$ cat src/rtl/i2c_pkg.sv
// Shared types and constants for the passive I2C bus tracker.
package i2c_pkg;

  typedef enum logic [1:0] {
    IDLE  = 2'd0,
    SHIFT = 2'd1,
    ACK   = 2'd2
  } i2c_state_t;

  localparam int unsigned I2C_BITS_PER_BYTE = 8;
  localparam logic        LINE_IDLE         = 1'b1;

endpackage

$ cat src/rtl/i2c_line_filter.sv
// Two-flop synchroniser plus tick-gated persistence filter for one I2C line.
module i2c_line_filter
  import i2c_pkg::*;
#(
  parameter int unsigned FILT_LEN = 8
) (
  input  logic clk,
  input  logic rst,
  input  logic tick,
  input  logic line_in,
  output logic line_f
);

  localparam int unsigned CW = $clog2(FILT_LEN + 1);

  logic          sync1;
  logic          sync2;
  logic [CW-1:0] cnt;

  always_ff @(posedge clk or posedge rst) begin
    if (rst) begin
      sync1  <= LINE_IDLE;
      sync2  <= LINE_IDLE;
      line_f <= LINE_IDLE;
      cnt    <= '0;
    end else begin
      sync1 <= line_in;
      sync2 <= sync1;
      if (tick) begin
        if (sync2 == line_f) begin
          cnt <= '0;
        end else if (cnt == CW'(FILT_LEN - 1)) begin
          // FILT_LEN-th consecutive differing tick: accept the new level
          line_f <= sync2;
          cnt    <= '0;
        end else begin
          cnt <= cnt + CW'(1);
        end
      end
    end
  end

endmodule

$ cat src/rtl/i2c_bus_tracker.sv
// Passive I2C front-end: filtered lines, START/STOP detection, byte+ACK assembly.
module i2c_bus_tracker
  import i2c_pkg::*;
#(
  parameter int unsigned CLK_DIV  = 4,
  parameter int unsigned FILT_LEN = 8
) (
  input  logic       clk,
  input  logic       rst,
  input  logic       scl_in,
  input  logic       sda_in,
  output logic       scl_f,
  output logic       sda_f,
  output logic       start_det,
  output logic       stop_det,
  output logic       bus_busy,
  output logic       byte_valid,
  output logic [7:0] byte_data,
  output logic       ack_bit,
  output logic       first_byte
);

  localparam int unsigned PW = (CLK_DIV > 1) ? $clog2(CLK_DIV) : 1;

  logic [PW-1:0] pcnt;
  logic          tick;

  assign tick = (pcnt == PW'(CLK_DIV - 1));

  always_ff @(posedge clk or posedge rst) begin
    if (rst)       pcnt <= '0;
    else if (tick) pcnt <= '0;
    else           pcnt <= pcnt + PW'(1);
  end

  i2c_line_filter #(.FILT_LEN(FILT_LEN)) u_scl_filt (
    .clk(clk), .rst(rst), .tick(tick), .line_in(scl_in), .line_f(scl_f)
  );

  i2c_line_filter #(.FILT_LEN(FILT_LEN)) u_sda_filt (
    .clk(clk), .rst(rst), .tick(tick), .line_in(sda_in), .line_f(sda_f)
  );

  logic scl_q;
  logic sda_q;
  logic scl_rise;
  logic start_ev;
  logic stop_ev;

  always_ff @(posedge clk or posedge rst) begin
    if (rst) begin
      scl_q <= LINE_IDLE;
      sda_q <= LINE_IDLE;
    end else begin
      scl_q <= scl_f;
      sda_q <= sda_f;
    end
  end

  // START/STOP need SCL high and steady; a simultaneous change counts only as an SCL edge
  assign scl_rise = scl_f & ~scl_q;
  assign start_ev = scl_f & scl_q & sda_q & ~sda_f;
  assign stop_ev  = scl_f & scl_q & ~sda_q & sda_f;

  i2c_state_t state;
  i2c_state_t state_n;
  logic [3:0] bit_cnt;
  logic [7:0] shreg;
  logic       pending;
  logic       do_start;
  logic       do_stop;
  logic       do_shift;
  logic       do_byte;

  always_ff @(posedge clk or posedge rst) begin
    if (rst) state <= IDLE;
    else     state <= state_n;
  end

  always_comb begin
    state_n  = state;
    do_start = 1'b0;
    do_stop  = 1'b0;
    do_shift = 1'b0;
    do_byte  = 1'b0;
    if (start_ev) begin
      do_start = 1'b1;
      state_n  = SHIFT;
    end else if (stop_ev) begin
      do_stop = 1'b1;
      state_n = IDLE;
    end else if (scl_rise) begin
      case (state)
        IDLE:  state_n = IDLE;
        SHIFT: begin
          do_shift = 1'b1;
          if (bit_cnt == 4'(I2C_BITS_PER_BYTE - 1)) state_n = ACK;
        end
        ACK: begin
          do_byte = 1'b1;
          state_n = SHIFT;
        end
        default: state_n = IDLE;
      endcase
    end
  end

  always_ff @(posedge clk or posedge rst) begin
    if (rst) begin
      start_det  <= 1'b0;
      stop_det   <= 1'b0;
      byte_valid <= 1'b0;
      bus_busy   <= 1'b0;
      bit_cnt    <= '0;
      shreg      <= '0;
      pending    <= 1'b0;
      byte_data  <= '0;
      ack_bit    <= 1'b1;
      first_byte <= 1'b0;
    end else begin
      start_det  <= do_start;
      stop_det   <= do_stop;
      byte_valid <= do_byte;
      if (do_start) begin
        bus_busy <= 1'b1;
        bit_cnt  <= '0;
        pending  <= 1'b1;
      end
      if (do_stop) begin
        bus_busy <= 1'b0;
        bit_cnt  <= '0;
      end
      if (do_shift) begin
        shreg   <= {shreg[6:0], sda_f};
        bit_cnt <= bit_cnt + 4'd1;
      end
      if (do_byte) begin
        byte_data  <= shreg;
        ack_bit    <= sda_f;
        first_byte <= pending;
        pending    <= 1'b0;
        bit_cnt    <= '0;
      end
    end
  end

endmodule

$ cat config.mk
export PLATFORM = sky130hd
export DESIGN_NAME = i2c_bus_tracker
export DESIGN_NICKNAME = d
export VERILOG_FILES = /design/src/rtl/i2c_pkg.sv /design/src/rtl/i2c_line_filter.sv /design/src/rtl/i2c_bus_tracker.sv
export SDC_FILE = /design/constraint.sdc
export NUM_CORES = 1
export LEC_CHECK = 0
export BUFFER_PORTS_ARGS = -buffer_cell sky130_fd_sc_hd__buf_2
export CELL_PAD_IN_SITES_DETAIL_PLACEMENT = 2
export CELL_PAD_IN_SITES_GLOBAL_PLACEMENT = 2
export CORE_ASPECT_RATIO = 0.7
export CORE_MARGIN = 2
export CORE_UTILIZATION = 45
export CTS_BUF_LIST = sky130_fd_sc_hd__clkbuf_2
export DETAILED_ROUTE_END_ITERATION = 8
export PLACE_DENSITY_LB_ADDON = 0.1
export SLEW_MARGIN = 0
export SYNTH_ARGS = -nofsm -noshare
export SYNTH_HDL_FRONTEND = slang
export SYNTH_SLANG_ARGS = --single-unit
$ cat constraint.sdc
create_clock -name clk -period 2.6 [get_ports clk]
set_input_delay 0.39 -clock clk [delete_from_list [all_inputs] [get_ports clk]]
set_output_delay 0.39 -clock clk [all_outputs]
set_load 0.005 [all_outputs]
==> results.toml, run 1 <==
[run_status]
outcome = "finished, final reports clean"

[setup_path]
worstPathArrival_ns = 2.07
cp-start-kind = "register"
crit_slowest_cell = "dfstp_2"
cp_slowest_stage_delay_ns = 0.70
worstSetupEndpointType = "register"
path_max_fanout = 12
cp.buffers_inverters = 0
path_cells = "nor3b_4, mux2_2"
required_ns = 2.91
critPathKind = "reg2reg"
critPathTopFamily = "flip-flops"

[sta]
timing.hold.ws_ns = 0.05439
skew_ns = 0.03187
min_period_ns = 1.758
fmax_mhz = 568.7
finalSetupViolCount = 0
slew_violations = 0
finalHoldViolCount = 0
worst_slew_margin_rel = 0.6072
post-route-period-util = 0.6763
grt_setup_unrepaired = "no"
setup_tns_ns = 0
worst_slew_pin_slew_ns = 0.5893

[floorplan]
die_height_um = 59.63
ios = 20
initial_utilization = 0.4622
coreArea_sq_um = 4304
die_area_sq_um = 4977
num_rows = 20
die_x_um = 83.47

[run]
max-cap-violations = 0

[yosys]
async_reset_ff_frac = 1.000
synthesis.area_per_instance_sq_um = 13.00
ys_seq_elements = 47
synthTopCellsByArea = "dfrtp_1, dfstp_2, mux2_2"
synth-edff-count = 0
netlist_top_cells_count = "dfrtp_1, o21ai_0, mux2_2, nand2_1, dfstp_2"
yosys.area.top_type_share = 0.4780
synth_top_area_cell = "dfrtp_1"
synth.cell_area_sq_um = 1989
synth.net_count = 161
ys_types = 32
synthFlopType = "dfrtp_1"
synth.most_common_cell = "dfrtp_1"
yosysSeqAreaShare = 0.5969
yosys_warnings = 0
syn_inst = 153

[grt]
grt_pass1_wl_um = 6837
grt_pass1_vias = 1290
grt_usage = 0.1816
gr-total-overflow = 0
grt_max_degree = 48
grt_antenna_before_repair = 0

[cells_and_area]
fin_nets = 182
post-route-util = 0.5006
fillCellCount = 439
multi_input_area_sq_um = 726.9
layout-drive-gt1-share = 0.3429
final-seq-area_sq_um = 1187
diodes = 0
final_area_sq_um = 2155
area_growth_pct = 8.302

[placed_design]
placed_area_sq_um = 2112
io_buffers = 19
gp_congestion = 0.8177
dp_hpwl_um = 2780

[clock_network]
clkSinkCount = 47
post_cts_resized = 0
numCtsBuffers = 5
cts_hold_buf = 0
cts_setup_buffers = 0
clk_latency_ns = 0.41
cts_tree = "built"
htreeDepth = 2
clkTransAtPathRegs_ns = 0.23
clk_path_buf_depth = 2
root_buffer = "clkbuf_2"

[route]
drt_pass1_iterations = 4
vias_per_cell = 5.183
finalWirelength_um = 4074
num_vias = 1192
drc = 0
wl_per_cell_um = 17.71
drtIter0Drc = 43
antenna_left = 0

[pwr]
p_leak_uw = 0.001053
pwr-share-comb = 0.050
power_density_nw_per_um2 = 525.4
switching_share = 0.2544
finalPower_uw = 1132
p_switching_uw = 287.9
internal_power_uw = 844.1
clkPwrFrac = 0.267
p_seq_frac = 0.684
ir_drop_mv = 0.3213

[min_path]
hold_class = "in2reg"
## per-stage QoR
step / setup slack, ns / instances
global route: 0.7438 / 230
floorplan: 1.054 / 153
CTS: 0.8334 / 230
finish: 0.8416 / 230
detailed placement: 0.8535 / 222
global placement: 0.9294 / 222
## logic make-up after synthesis
group,after synthesis,synth area share
flip-flops,47,0.5969
AND/OR/NAND/NOR,41,0.1233
AO/OA/AOI/OAI,21,0.05975
multiplexers,20,0.1264
buffers and inverters,13,0.03774
XOR/XNOR,7,0.03082
adder cells (fa/ha/maj),4,0.02516
## path summary, 6_finish.rpt
check	startpoint	endpoint	slack, ns	cells past startpoint
min in group asynchronous	rst	byte_data[0]	0.07	3
setup reg to reg	u_scl_filt.line_f	first_byte	0.84	2
setup / recovery	u_scl_filt.line_f	first_byte	0.84	2
hold / removal	scl_in	u_scl_filt.sync1	0.05	1
hold reg to reg	u_scl_filt.sync1	u_scl_filt.sync2	0.38	0
max in group asynchronous	rst	bit_cnt[1]	2.10	3
## sequential cells by signal (all words and copies together), names as in the netlist, 2 cells and up
name            count
byte_data           8
pcnt                2
bit_cnt             4
shreg               8
state               2
u_sda_filt.cnt      4
u_scl_filt.cnt      4
## layout by cell type (no fill, tap or decap), types with 2 or more instances in the layout
master    instances
dfrtp_1          38
buf_2            19
o21ai_0          15
mux2_2           13
nand2_1          13
dfstp_2           9
nor2_1            7
mux2_4            7
inv_1             6
clkbuf_2          6
xor2_1            5
nand3_1           4
ha_1              4
nand2b_1          3
nand3b_1          3
o31ai_1           2
xnor2_1           2
o21ai_1           2
and3_1            2
## worst register-to-register path, stage by stage (launching register included)
cell	delay, ns
dfstp_2	0.70
nor3b_4	0.56
mux2_2	0.42
## power groups by stage
stage | Sequential, uW | Clock, uW | Combinational (uW)
finish | 774 | 302 | 56.1
CTS | 774 | 312 | 58.3
global placement | 783 | 0 | 52.0
detailed placement | 786 | 0 | 56.5
global route | 778 | 347 | 64.8
floorplan | 778 | 0 | 44.2
## cell type report
cell class	instances	area share
well taps	55	0.03194
clock inverters	2	0.005807
flip-flops and latches	47	0.5511
repair buffers	20	0.04762
multi-input cells	93	0.3374
clock buffers	6	0.01394
inverters	7	0.01220
## per-layer routing
layer,vias to the layer above,GRT usage,routed length [um]
li1,564,-,-
met1,607,0.2433,1924
met2,19,0.3099,2013
met3,2,0.04457,124
met4,0,0.03456,11
met5,-,0,0
(Power assumes the default switching activity.)
==> run 2, diff against run 1 <==
--- a/config.mk
+++ b/config.mk
@@ -10,7 +10,7 @@
 export CELL_PAD_IN_SITES_GLOBAL_PLACEMENT = 2
 export CORE_ASPECT_RATIO = 0.7
 export CORE_MARGIN = 2
-export CORE_UTILIZATION = 45
+export CORE_UTILIZATION = 42
 export CTS_BUF_LIST = sky130_fd_sc_hd__clkbuf_2
 export DETAILED_ROUTE_END_ITERATION = 8
 export PLACE_DENSITY_LB_ADDON = 0.1
==> constraint.sdc (replaced) <==
create_clock -name clk -period 1.65 [get_ports clk]
set_input_delay 0.2475 -clock clk [delete_from_list [all_inputs] [get_ports clk]]
set_output_delay 0.2475 -clock clk [all_outputs]
set_load 0.005 [all_outputs]
==> run 2 against run 1 <==
Critical path depth increased by 2. Power increased by 73%. Largest cell class unchanged. Clock power increased by 110%. Highest routed layer unchanged. Sequential cell count unchanged.
==> results.toml, run 2 (synthesis gave the netlist of run 1 again) <==
[route]
num_vias = 1210
drt_pass1_iterations = 4
wl_per_cell_um = 17.36
antenna_left = 0
drtIter0Drc = 17
vias_per_cell = 5.105
finalWirelength_um = 4115
drc = 0

[sta]
skew_ns = 0.03371
setup_tns_ns = 0
worst_slew_pin_slew_ns = 0.5115
fmax_mhz = 653.9
slew_violations = 0
worst_slew_margin_rel = 0.6590
finalHoldViolCount = 0
grt_setup_unrepaired = "no"
finalSetupViolCount = 0
min_period_ns = 1.529
post-route-period-util = 0.9269

[grt]
grt_antenna_before_repair = 0
grt_usage = 0.1744
gr-total-overflow = 0
grt_pass1_wl_um = 6782
grt_pass1_vias = 1335
grt_max_degree = 48

[clock_network]
htreeDepth = 2
clk_latency_ns = 0.44
clkSinkCount = 47
cts_setup_buffers = 0
cts_tree = "built"
numCtsBuffers = 5
root_buffer = "clkbuf_2"
clkTransAtPathRegs_ns = 0.25
clk_path_buf_depth = 2

[setup_path]
path_max_fanout = 9
crit_slowest_cell = "dfstp_2"
critPathTopFamily = "flip-flops"
cp-start-kind = "register"
required_ns = 1.98
critPathKind = "reg2reg"
cp.buffers_inverters = 1
path_cells = "buf_6, xor2_1, nand2_1, o31ai_2"
worstPathArrival_ns = 1.85
cp_slowest_stage_delay_ns = 0.60
worstSetupEndpointType = "register"

[floorplan]
ios = 20
die_height_um = 61.58
num_rows = 20
die_x_um = 86.26
coreArea_sq_um = 4454
initial_utilization = 0.4466
die_area_sq_um = 5312

[cells_and_area]
mostFrequentLayoutCell = "dfrtp_1"
area_growth_pct = 13.52
fin_nets = 189
layout-drive-gt1-share = 0.3571
layout_common_cells = "dfrtp_1, buf_2, o21ai_0, mux2_2, nand2_1"
reg.largest.list = "byte_data x8, shreg x8"
diodes = 0

[placed_design]
dp_hpwl_um = 2969
gp_congestion = 0.7580
io_buffers = 19

[pwr]
finalPower_uw = 1956
power_density_nw_per_um2 = 866.0
ir_drop_mv = 0.4924
p_leak_uw = 0.001109

[run_status]
outcome = "finished, final reports clean"

[min_path]
hold_class = "in2async"

[run]
max-cap-violations = 0
-- run 2: cell count changes in the layout (fill, tap and decap cells not counted), sizes merged --
cell / change
clkinvlp: -1
buf: +4
clkinv: -1
bufinv: +1
clkbuf: +1
dlygate4sd3: +3
-- run 2: metrics by stage --
stage,cells,cell area [sq um],worst slack [ns],utilization,hold slack [ns]
CTS,237,2255,0.06908,0.5062,0.3677
detailed placement,226,2155,0.05819,0.4837,0.3232
global route,237,2258,0.009237,0.5070,0.3621
finish,237,2258,0.1206,0.5070,0.3573
floorplan,153,1989,0.1045,-,0.2520
global placement,226,2155,0.2461,0.4837,0.3024
-- run 2: repair_timing --
| action | CTS | global route |
|---|---|---|
| resized for setup | 1 | 1 |
| gates cloned | 0 | 0 |
| endpoints found under the hold margin | 40 | 0 |
| setup endpoints to repair | 1 | 2 |
| hold buffers | 3 | 0 |
-- run 2: worst paths after layout --
check | start | to | slack [ns] | depth (start not counted)
max in group asynchronous | rst | u_sda_filt.sync1 | 0.97 | 4
worst max-delay path | u_scl_filt.line_f | u_scl_filt.cnt[0] | 0.12 | 4
worst min register to register | u_sda_filt.sync1 | u_sda_filt.sync2 | 0.36 | 0
min in group clk | u_sda_filt.sync1 | u_sda_filt.sync2 | 0.36 | 0
worst max register to register | u_scl_filt.line_f | u_scl_filt.cnt[0] | 0.12 | 4
worst min-delay path | rst | byte_data[3] | 0.36 | 4
-- run 2: power by group --
part,switching [uW],internal (uW),total [uW]
logic,59.9,43.6,103
registers,31.0,1190,1220
clock network,363,269,633
-- run 2: per-layer routing --
layer  GRT usage  routed length [um]  share of wire
met2      0.2957                1976           0.48
met4     0.05357                  49          0.012
met5           0                   0              0
met1      0.2185                1942           0.47
met3     0.05630                 146          0.035
-- run 2: layout make-up --
type                            count  area (sq um)
Clock inverter                      1         30.03
Tap cell                           55         68.82
Timing Repair Buffer               27         178.9
Inverter                            7         26.28
Multi-Input combinational cell     93         732.0
Clock buffer                        7         35.03
Fill cell                         447          2196
Sequential cell                    47          1187
-- run 2: worst reg2reg max path: stages, from the launching register on --
cell and delay [ns]:
dfstp_2 0.60, buf_6 0.14, xor2_1 0.25, nand2_1 0.14, o31ai_2 0.31
